File: src/rtl/addsub_seq_param_pkg.sv
// Shared arithmetic definitions for the multi-cycle add/subtract unit:
// FSM state encoding, operation select constants and chunk sizing helpers.
package addsub_seq_param_pkg;

    typedef enum logic [1:0] {
        ST_IDLE = 2'd0,
        ST_CALC = 2'd1,
        ST_DONE = 2'd2
    } state_t;

    localparam logic SEL_ADD = 1'b0;
    localparam logic SEL_SUB = 1'b1;

    function automatic int calc_nchunk(input int width, input int chunk);
        return width / chunk;
    endfunction

    // A single-chunk configuration still needs a 1-bit index register.
    function automatic int calc_idx_w(input int nchunk);
        return (nchunk > 1) ? $clog2(nchunk) : 1;
    endfunction

endpackage

File: src/rtl/addsub_seq_param_chunk.sv
// Combinational CHUNK-bit adder slice; also reports the carry into its MSB
// so the final slice can derive signed overflow.
module addsub_chunk #(
    parameter int CHUNK = 8
) (
    input  logic [CHUNK-1:0] a,
    input  logic [CHUNK-1:0] b,
    input  logic             c_in,
    output logic [CHUNK-1:0] s,
    output logic             c_out,
    output logic             c_msb
);

    logic [CHUNK:0] total;

    always_comb begin
        total = {1'b0, a} + {1'b0, b} + {{CHUNK{1'b0}}, c_in};
        s     = total[CHUNK-1:0];
        c_out = total[CHUNK];
        // Sum bit = a ^ b ^ carry-in, so the MSB carry-in falls out directly.
        c_msb = total[CHUNK-1] ^ a[CHUNK-1] ^ b[CHUNK-1];
    end

endmodule

File: src/rtl/addsub_seq_param.sv
// Multi-cycle WIDTH-bit adder/subtractor processing CHUNK bits per clock
// through one reused slice adder, with accumulate mode and valid/ready.
module addsub_seq_param
    import addsub_seq_param_pkg::*;
#(
    parameter int WIDTH = 32,
    parameter int CHUNK = 8
) (
    input  logic             clk,
    input  logic             rst_n,
    input  logic             in_valid,
    output logic             in_ready,
    input  logic [WIDTH-1:0] a,
    input  logic [WIDTH-1:0] b,
    input  logic             c_in,
    input  logic             sel,
    input  logic             acc_en,
    input  logic             acc_clr,
    output logic             out_valid,
    input  logic             out_ready,
    output logic [WIDTH-1:0] sum,
    output logic             c_out,
    output logic             over_flow
);

    localparam int NCHUNK = calc_nchunk(WIDTH, CHUNK);
    localparam int IDX_W  = calc_idx_w(NCHUNK);
    localparam logic [IDX_W-1:0] LAST_IDX = IDX_W'(NCHUNK - 1);

    state_t state_reg, state_next;

    logic [IDX_W-1:0] idx_reg;
    logic [WIDTH-1:0] op_a_reg;
    logic [WIDTH-1:0] op_b_reg;
    logic [WIDTH-1:0] res_reg;
    logic [WIDTH-1:0] acc_reg;
    logic [WIDTH-1:0] sum_reg;
    logic             carry_reg;
    logic             acc_en_reg;
    logic             c_out_reg;
    logic             over_flow_reg;

    logic [CHUNK-1:0] a_slice;
    logic [CHUNK-1:0] b_slice;
    logic [CHUNK-1:0] chunk_s;
    logic             chunk_co;
    logic             chunk_cmsb;
    logic [WIDTH-1:0] res_merged;
    logic             last_chunk;

    assign a_slice    = op_a_reg[idx_reg*CHUNK +: CHUNK];
    assign b_slice    = op_b_reg[idx_reg*CHUNK +: CHUNK];
    assign last_chunk = (idx_reg == LAST_IDX);

    addsub_chunk #(
        .CHUNK (CHUNK)
    ) u_chunk (
        .a     (a_slice),
        .b     (b_slice),
        .c_in  (carry_reg),
        .s     (chunk_s),
        .c_out (chunk_co),
        .c_msb (chunk_cmsb)
    );

    // Working result with the current slice merged in; on the last slice this
    // is the complete result copied to the visible output register.
    always_comb begin
        res_merged = res_reg;
        res_merged[idx_reg*CHUNK +: CHUNK] = chunk_s;
    end

    always_ff @(posedge clk) begin
        if (!rst_n) begin
            state_reg <= ST_IDLE;
        end else begin
            state_reg <= state_next;
        end
    end

    always_comb begin
        state_next = state_reg;
        in_ready   = 1'b0;
        out_valid  = 1'b0;
        case (state_reg)
            ST_IDLE: begin
                in_ready = 1'b1;
                if (in_valid) begin
                    state_next = ST_CALC;
                end
            end
            ST_CALC: begin
                if (last_chunk) begin
                    state_next = ST_DONE;
                end
            end
            ST_DONE: begin
                out_valid = 1'b1;
                if (out_ready) begin
                    state_next = ST_IDLE;
                end
            end
            default: begin
                state_next = ST_IDLE;
            end
        endcase
    end

    always_ff @(posedge clk) begin
        if (!rst_n) begin
            idx_reg       <= '0;
            op_a_reg      <= '0;
            op_b_reg      <= '0;
            res_reg       <= '0;
            acc_reg       <= '0;
            sum_reg       <= '0;
            carry_reg     <= 1'b0;
            acc_en_reg    <= 1'b0;
            c_out_reg     <= 1'b0;
            over_flow_reg <= 1'b0;
        end else begin
            case (state_reg)
                ST_IDLE: begin
                    if (acc_clr) begin
                        acc_reg <= '0;
                    end
                    if (in_valid) begin
                        // A clear issued with the accept also zeroes this operand.
                        op_a_reg   <= acc_en ? (acc_clr ? '0 : acc_reg) : a;
                        op_b_reg   <= (sel == SEL_SUB) ? ~b : b;
                        carry_reg  <= (sel == SEL_SUB) ? ~c_in : c_in;
                        acc_en_reg <= acc_en;
                        idx_reg    <= '0;
                    end
                end
                ST_CALC: begin
                    res_reg   <= res_merged;
                    carry_reg <= chunk_co;
                    idx_reg   <= idx_reg + 1'b1;
                    if (last_chunk) begin
                        sum_reg       <= res_merged;
                        c_out_reg     <= chunk_co;
                        over_flow_reg <= chunk_co ^ chunk_cmsb;
                    end
                end
                ST_DONE: begin
                    if (acc_clr) begin
                        acc_reg <= '0;
                    end else if (out_ready && acc_en_reg) begin
                        acc_reg <= sum_reg;
                    end
                end
                default: begin
                end
            endcase
        end
    end

    assign sum       = sum_reg;
    assign c_out     = c_out_reg;
    assign over_flow = over_flow_reg;

endmodule

File: config.mk
export PLATFORM = sky130hd
export DESIGN_NAME = addsub_seq_param
export DESIGN_NICKNAME = d
export VERILOG_FILES = /design/src/rtl/addsub_seq_param_pkg.sv /design/src/rtl/addsub_seq_param_chunk.sv /design/src/rtl/addsub_seq_param.sv
export SDC_FILE = /design/constraint.sdc
export NUM_CORES = 1
export LEC_CHECK = 0
export BUFFER_PORTS_ARGS = -buffer_cell sky130_fd_sc_hd__buf_2
export CORE_ASPECT_RATIO = 0.5
export CORE_UTILIZATION = 50
export DETAILED_ROUTE_END_ITERATION = 8
export PLACE_DENSITY = 0.67
export SYNTH_ARGS = -nofsm -noshare
export SYNTH_HDL_FRONTEND = slang
export SYNTH_SLANG_ARGS = --single-unit
File: constraint.sdc
create_clock -name clk -period 5.12 [get_ports clk]
set_clock_uncertainty 0.05 [all_clocks]
set_input_delay 0 -clock clk [delete_from_list [all_inputs] [get_ports clk]]
set_output_delay 0 -clock clk [all_outputs]
set_load 0.05 [all_outputs]
### Yosys cells after proc, flatten, opt, wreduce, memory -nomap -nowiden

Cells that the tools add are included.

* register bits after elaboration: 168
* input port bits: 72
* logic and storage cells: 58
* output and inout bits: 36

* add/sub/neg operators: 4
* bitwise logic cells: 5
* eq/ne operators: 7
* reduce and logical (&&, ||, !) cells: 9
* multiplexer cells: 18
* shifts and indexed selects: 4

Operators with widths (number)
* 32-bit 2-to-1 mux: 5
* 32-bit case mux with 2 select lines: 1
* 32-bit by 6-bit variable part select with 8-bit output: 2
* 5-bit negation with 34-bit output: 1
* 8-bit by 34-bit variable shift with 32-bit output (first input constant): 1
* 8-bit by 34-bit variable part select with 32-bit output: 1
* 32-bit bitwise mux: 1
* 32-bit inverter: 1
* 8-bit by 8-bit adder with 9-bit output: 1
* 9-bit by 1-bit adder with 9-bit output: 1
* 2-bit 2-to-1 mux: 4
* 2-bit AND reduction: 4
* 2-bit inequality test (second input constant): 3
* 2-bit case mux with 3 select lines: 1
* 2-bit == test (second input constant): 2
* 1-bit 2-to-1 mux: 4
* 2-bit case mux with 2 select lines: 1
* 2-bit nonzero test: 2
* 3-bit inequality test (second input constant): 1
* 3-bit AND reduction: 1
* 1-bit bitwise XOR: 3
* 2-bit by 1-bit adder with 2-bit output (second input constant): 1
* 2-bit by 1-bit == test with 1-bit output (second input constant): 1
* 2-bit logical NOT: 1
* other kinds (3): 3

### Longest topological paths before layout

* depth in word-level cells: 6
* gate-level depth with buffers: 11
* depth with buffers taken out: 10

### Cells and area by module

Synthesis repeated with hierarchy kept, for this count alone.

* cells, all modules: 766
* area total of the unflattened synthesis: 7419.6 µm²

Modules (own cells, without submodules)
* addsub_seq_param: cells each 722, seq. area each 3203.1 µm², area an instance 7043.0 µm², instances 1
* addsub_chunk: cells each 44, seq. area each 0.0 µm², area an instance 376.6 µm², instances 1

### Least setup slack after synthesis

No wires, ideal clock.

* path type: flip-flop to flip-flop
* start: register idx_reg[0]
* end: register over_flow_reg, in the netlist over_flow
* path buffers: 2
* clock period less this slack: 3.857 ns
* data arrival time: 3.737 ns
* setup slack: 1.263 ns
* library setup time: 0.070 ns
* cell stages (with the launch flop): 11
* cell sequence: dfxtp_1 -> buf_1 -> buf_2 -> mux4_2 -> ha_1 -> a21o_1 -> a31o_1 -> or2_4 -> o311ai_4 -> xnor3_1 -> a21oi_1

* word-level cells in the longest chain between the ends: 6
* elaborated cells on any way between the ends: 9
* those cells by class: add/sub: 2; eq/ne: 1; shift: 2; bitwise: 3; reduce/logical: 1

RTL lines
* from (decl): line addsub_seq_param.sv:32 `logic [IDX_W-1:0] idx_reg;`
* from (signal assigned): line addsub_seq_param.sv:139 `idx_reg <= idx_reg + 1'b1;`
* 32-bit by 6-bit variable part select with 8-bit output (on tied branches): line addsub_seq_param.sv:51, addsub_seq_param.sv:52
* 8-bit by 8-bit adder with 9-bit output: line addsub_seq_param_chunk.sv:17 `total = {1'b0, a} + {1'b0, b} + {{CHUNK{1'b0}}, c_in};`
* 9-bit by 1-bit adder with 9-bit output: line addsub_seq_param_chunk.sv:17
* 1-bit bitwise XOR (2 in a row): line addsub_seq_param_chunk.sv:21 `c_msb = total[CHUNK-1] ^ a[CHUNK-1] ^ b[CHUNK-1];`
* 1-bit bitwise XOR: line addsub_seq_param.sv:143 `over_flow_reg <= chunk_co ^ chunk_cmsb;`
* to (signal assigned): line addsub_seq_param.sv:143
* to (decl): line addsub_seq_param.sv:41 `logic over_flow_reg;`

Parallel ways exist; a longest one is shown, timed or not.
A chain may end at the register's enable or synchronous reset.

### Final worst setup path

Same ends and word-level chain as after synthesis.

==> run metrics <==
number of CTS-inserted buffers=17; Top-Level Pins=between 100 and 150; Final Hold Viols=0; # setup viols final=0; Slew headroom=21.0%; top post-synthesis cells by area=dfxtp_1 43%, o211a_1 11%, a22oi_1 5.7%; Seq/Total Area, Yosys=~43%; Maximum Capacitance Violations=0; Hold WC Path Type=primary input to flip-flop; crit end category=flip-flop; Min Clock Period, post-route=roughly 3.8 ns; outcome=completed; Cell Chain, Critical Path=buf_4, mux4_2, fa_1, a21oi_1, nor2_1, or2_4, o311ai_4, xnor3_1, a21oi_1; CP arrival=4.16 ns; number of nets in the layout=roughly 1000; vias=just under 7000; fillers=around 1300; Post-CTS Resized=0; Max Fclk=260 MHz; Layout area overhead=22.8%; global-route wire length before repair=approximately 34 mm; hpwl dp=between 10 and 15 mm; reg2reg end=over_flow; Ant. Diodes=0; worst-path fanout max=11; vias in the first global route=6317; CTS tree=yes; die area=roughly 16000 µm²; CP required=roughly 5.4 ns; DRC viols=0; Clock power frac=~40%; antenna violations before repair=0; Top delay family on crit path=compound AO/OA/AOI/OAI gates; post-synth net total=between 900 and 1000; Cells after Synth=just over 800; die width=179 µm; H-tree level count=4; Mapped Area=slightly below 8000 µm²; Iter 0 DRT Violations=between 400 and 500; Core Box Area=around 15000 µm²; hold endpoint=op_a_reg[29]; Max VDD drop=between 200 and 300 µV; reg2reg start=idx_reg[0]; Root Buffer=clkbuf_16; post-route cell area=9640 µm²; most frequent cell after synthesis=dfxtp_1; reg2reg path depth=9; layout cell share with drive strength beyond 1=around 18%; RSZ-0062 raised after global routing=no; warnings from Yosys=0; gr ovfl total=0; GRT Total Usage=27.6%; hold_sp=a[29]; Setup Crit Path Kind=flip-flop to flip-flop; gpl congestion=0.846; Leak=between 4 and 5 nW; clock transition at the registers of the reported paths=roughly 0.07 ns; final worst-path setup slack=about 1.3 ns; pre-CTS setup slack=~1.2 ns; die height=90.6 µm; ANT nets after route=0; period utilization=between 70% and 80%; Post-synth EDFFs=0; cell-internal power=about 0.0023 W; share of the synthesized area in the top cell type=a little over two fifths; switching share of power=27.9%; Setup TNS Final=0 ns; actual slew at the worst max-slew pin=roughly 1.2 ns; Yosys cell types=39; hold path depth=4; largest net degree at the start of global routing=just under 90; syn_area_per_cell=9.58 µm²; commonest cells in the netlist=168 x dfxtp_1, 97 x nand2_1, 85 x o211a_1, 65 x clkbuf_1, 60 x a22oi_1; flops & latches, synth=~170; Clock Path Buffers=2; fin util=approximately two thirds; row count=31; Top FF cell, synth=dfxtp_1; Clock Sinks=roughly 170; first drt pass iteration count=5; fin cells=~1200; wire length per cell=~18 µm; share of total power in combinational logic=15.8%; pwr/cell area=329 nW/µm²; Port Buf Inserts=between 100 and 150; Initial Utilization=between 50% and 60%; internal reg-to-reg setup slack=about 1.3 ns; Crit-path slowest cell=dfxtp_1; Crit path top cell by count=a21oi_1; Startpoint Class=flip-flop; Crit path buffers/inverters=1; Synth area leader=dfxtp_1; Post-synth ARST share=0%; placed cell area=between 8000 and 9000 µm²; Crit path largest cell delay=between 0.7 and 0.8 ns; Total Routed Length=between 20 and 25 mm; DP Cell Count=~1100; sw power=approximately 0.00088 W; routed vias/inst=5.82; fin. max-slew vios=0; Seq pwr share=around 44%; worst skew pair latency=about 0.43 ns
final cells by class:
type,count,area [µm²],share of cell area [%]
Clock inverter,13,134,1.39
Multi-Input combinational cell,530,4040,41.9
Tap cell,198,248,2.57
Inverter,49,184,1.91
Timing Repair Buffer,179,1230,12.8
Sequential cell,168,3360,34.9
Clock buffer,19,443,4.59
worst max path at each step:
stage	slack, ns	from	endpoint	cells after the start
finish	1.28	idx_reg[0]	over_flow	9
global placement	1.32	idx_reg[0]	over_flow	9
CTS	1.23	idx_reg[0]	over_flow	9
detailed placement	1.24	idx_reg[0]	over_flow	9
floorplan	1.26	idx_reg[0]	over_flow	10
global route	0.88	idx_reg[0]	sum[5]	9
power by group through the flow:
stage	sequential [W]	clock [W]	combinational (W)
floorplan	0.00142	0	0.000328
global placement	0.00143	0	0.000450
detailed placement	0.00143	0	0.000458
CTS	0.00140	0.00128	0.000496
global route	0.00141	0.00134	0.000547
finish	0.00140	0.00126	0.000502
per-stage QoR:
stage               total power, W  hold WS [ns]
floorplan                  0.00174         0.160
global placement           0.00188         0.298
detailed placement         0.00189         0.308
CTS                        0.00318       0.00117
global route               0.00329       0.00413
finish                     0.00317       0.00408
cell usage in the layout, fill, tap and decap left out, types with 2 or more instances in the layout:
| cell | instances |
|---|---|
| mux4_2 | 16 |
| dlygate4sd3_1 | 61 |
| o21a_1 | 3 |
| nor2b_1 | 56 |
| inv_1 | 48 |
| clkbuf_16 | 17 |
| inv_6 | 5 |
| o221ai_1 | 33 |
| xor2_1 | 2 |
| o21ai_0 | 9 |
| o22ai_1 | 3 |
| buf_2 | 106 |
| o211a_1 | 85 |
| buf_4 | 12 |
| a21oi_1 | 4 |
| a21o_1 | 2 |
| a21boi_0 | 2 |
| xnor2_1 | 37 |
| a31oi_1 | 3 |
| nor3b_1 | 20 |
| nand3_1 | 5 |
| and2_1 | 4 |
| ha_1 | 13 |
| and3_1 | 2 |
| fa_1 | 2 |
| nor2_1 | 39 |
| dfxtp_1 | 168 |
| nand2b_1 | 3 |
| a22oi_1 | 60 |
| clkinv_4 | 2 |
| a221oi_1 | 20 |
| clkinvlp_4 | 2 |
| inv_8 | 2 |
| nand2_1 | 97 |
tightest hold or removal path, cell delays in order:
cell,delay [ns]
buf_2,0.11
inv_1,0.04
o221ai_1,0.13
o211a_1,0.15
per-layer routing:
layer / track usage [%] / wire length, µm / vias up
li1: - / - / 3215
met1: 40.5 / 10300 / 3266
met2: 40.2 / 9260 / 214
met3: 5.93 / 1380 / 30
met4: 7.70 / 361 / 0
met5: 0 / 0 / -
logic make-up after synthesis:
kind of cell | Yosys count | synth area share (%)
flip-flops | 168 | 42.8
AND/OR/NAND/NOR | 232 | 14.5
multiplexers | 16 | 4.59
AO/OA/AOI/OAI | 227 | 25.0
adder cells (fa/ha/maj) | 15 | 2.58
XOR/XNOR | 40 | 4.64
buffers and inverters | 121 | 5.80
repair_timing:
action                                 in CTS  in global routing
setup buffers                               0                  0
endpoints found under the hold margin      61                  0
hold buffers                               61                  0
Power figures use the tool's default switching activity.
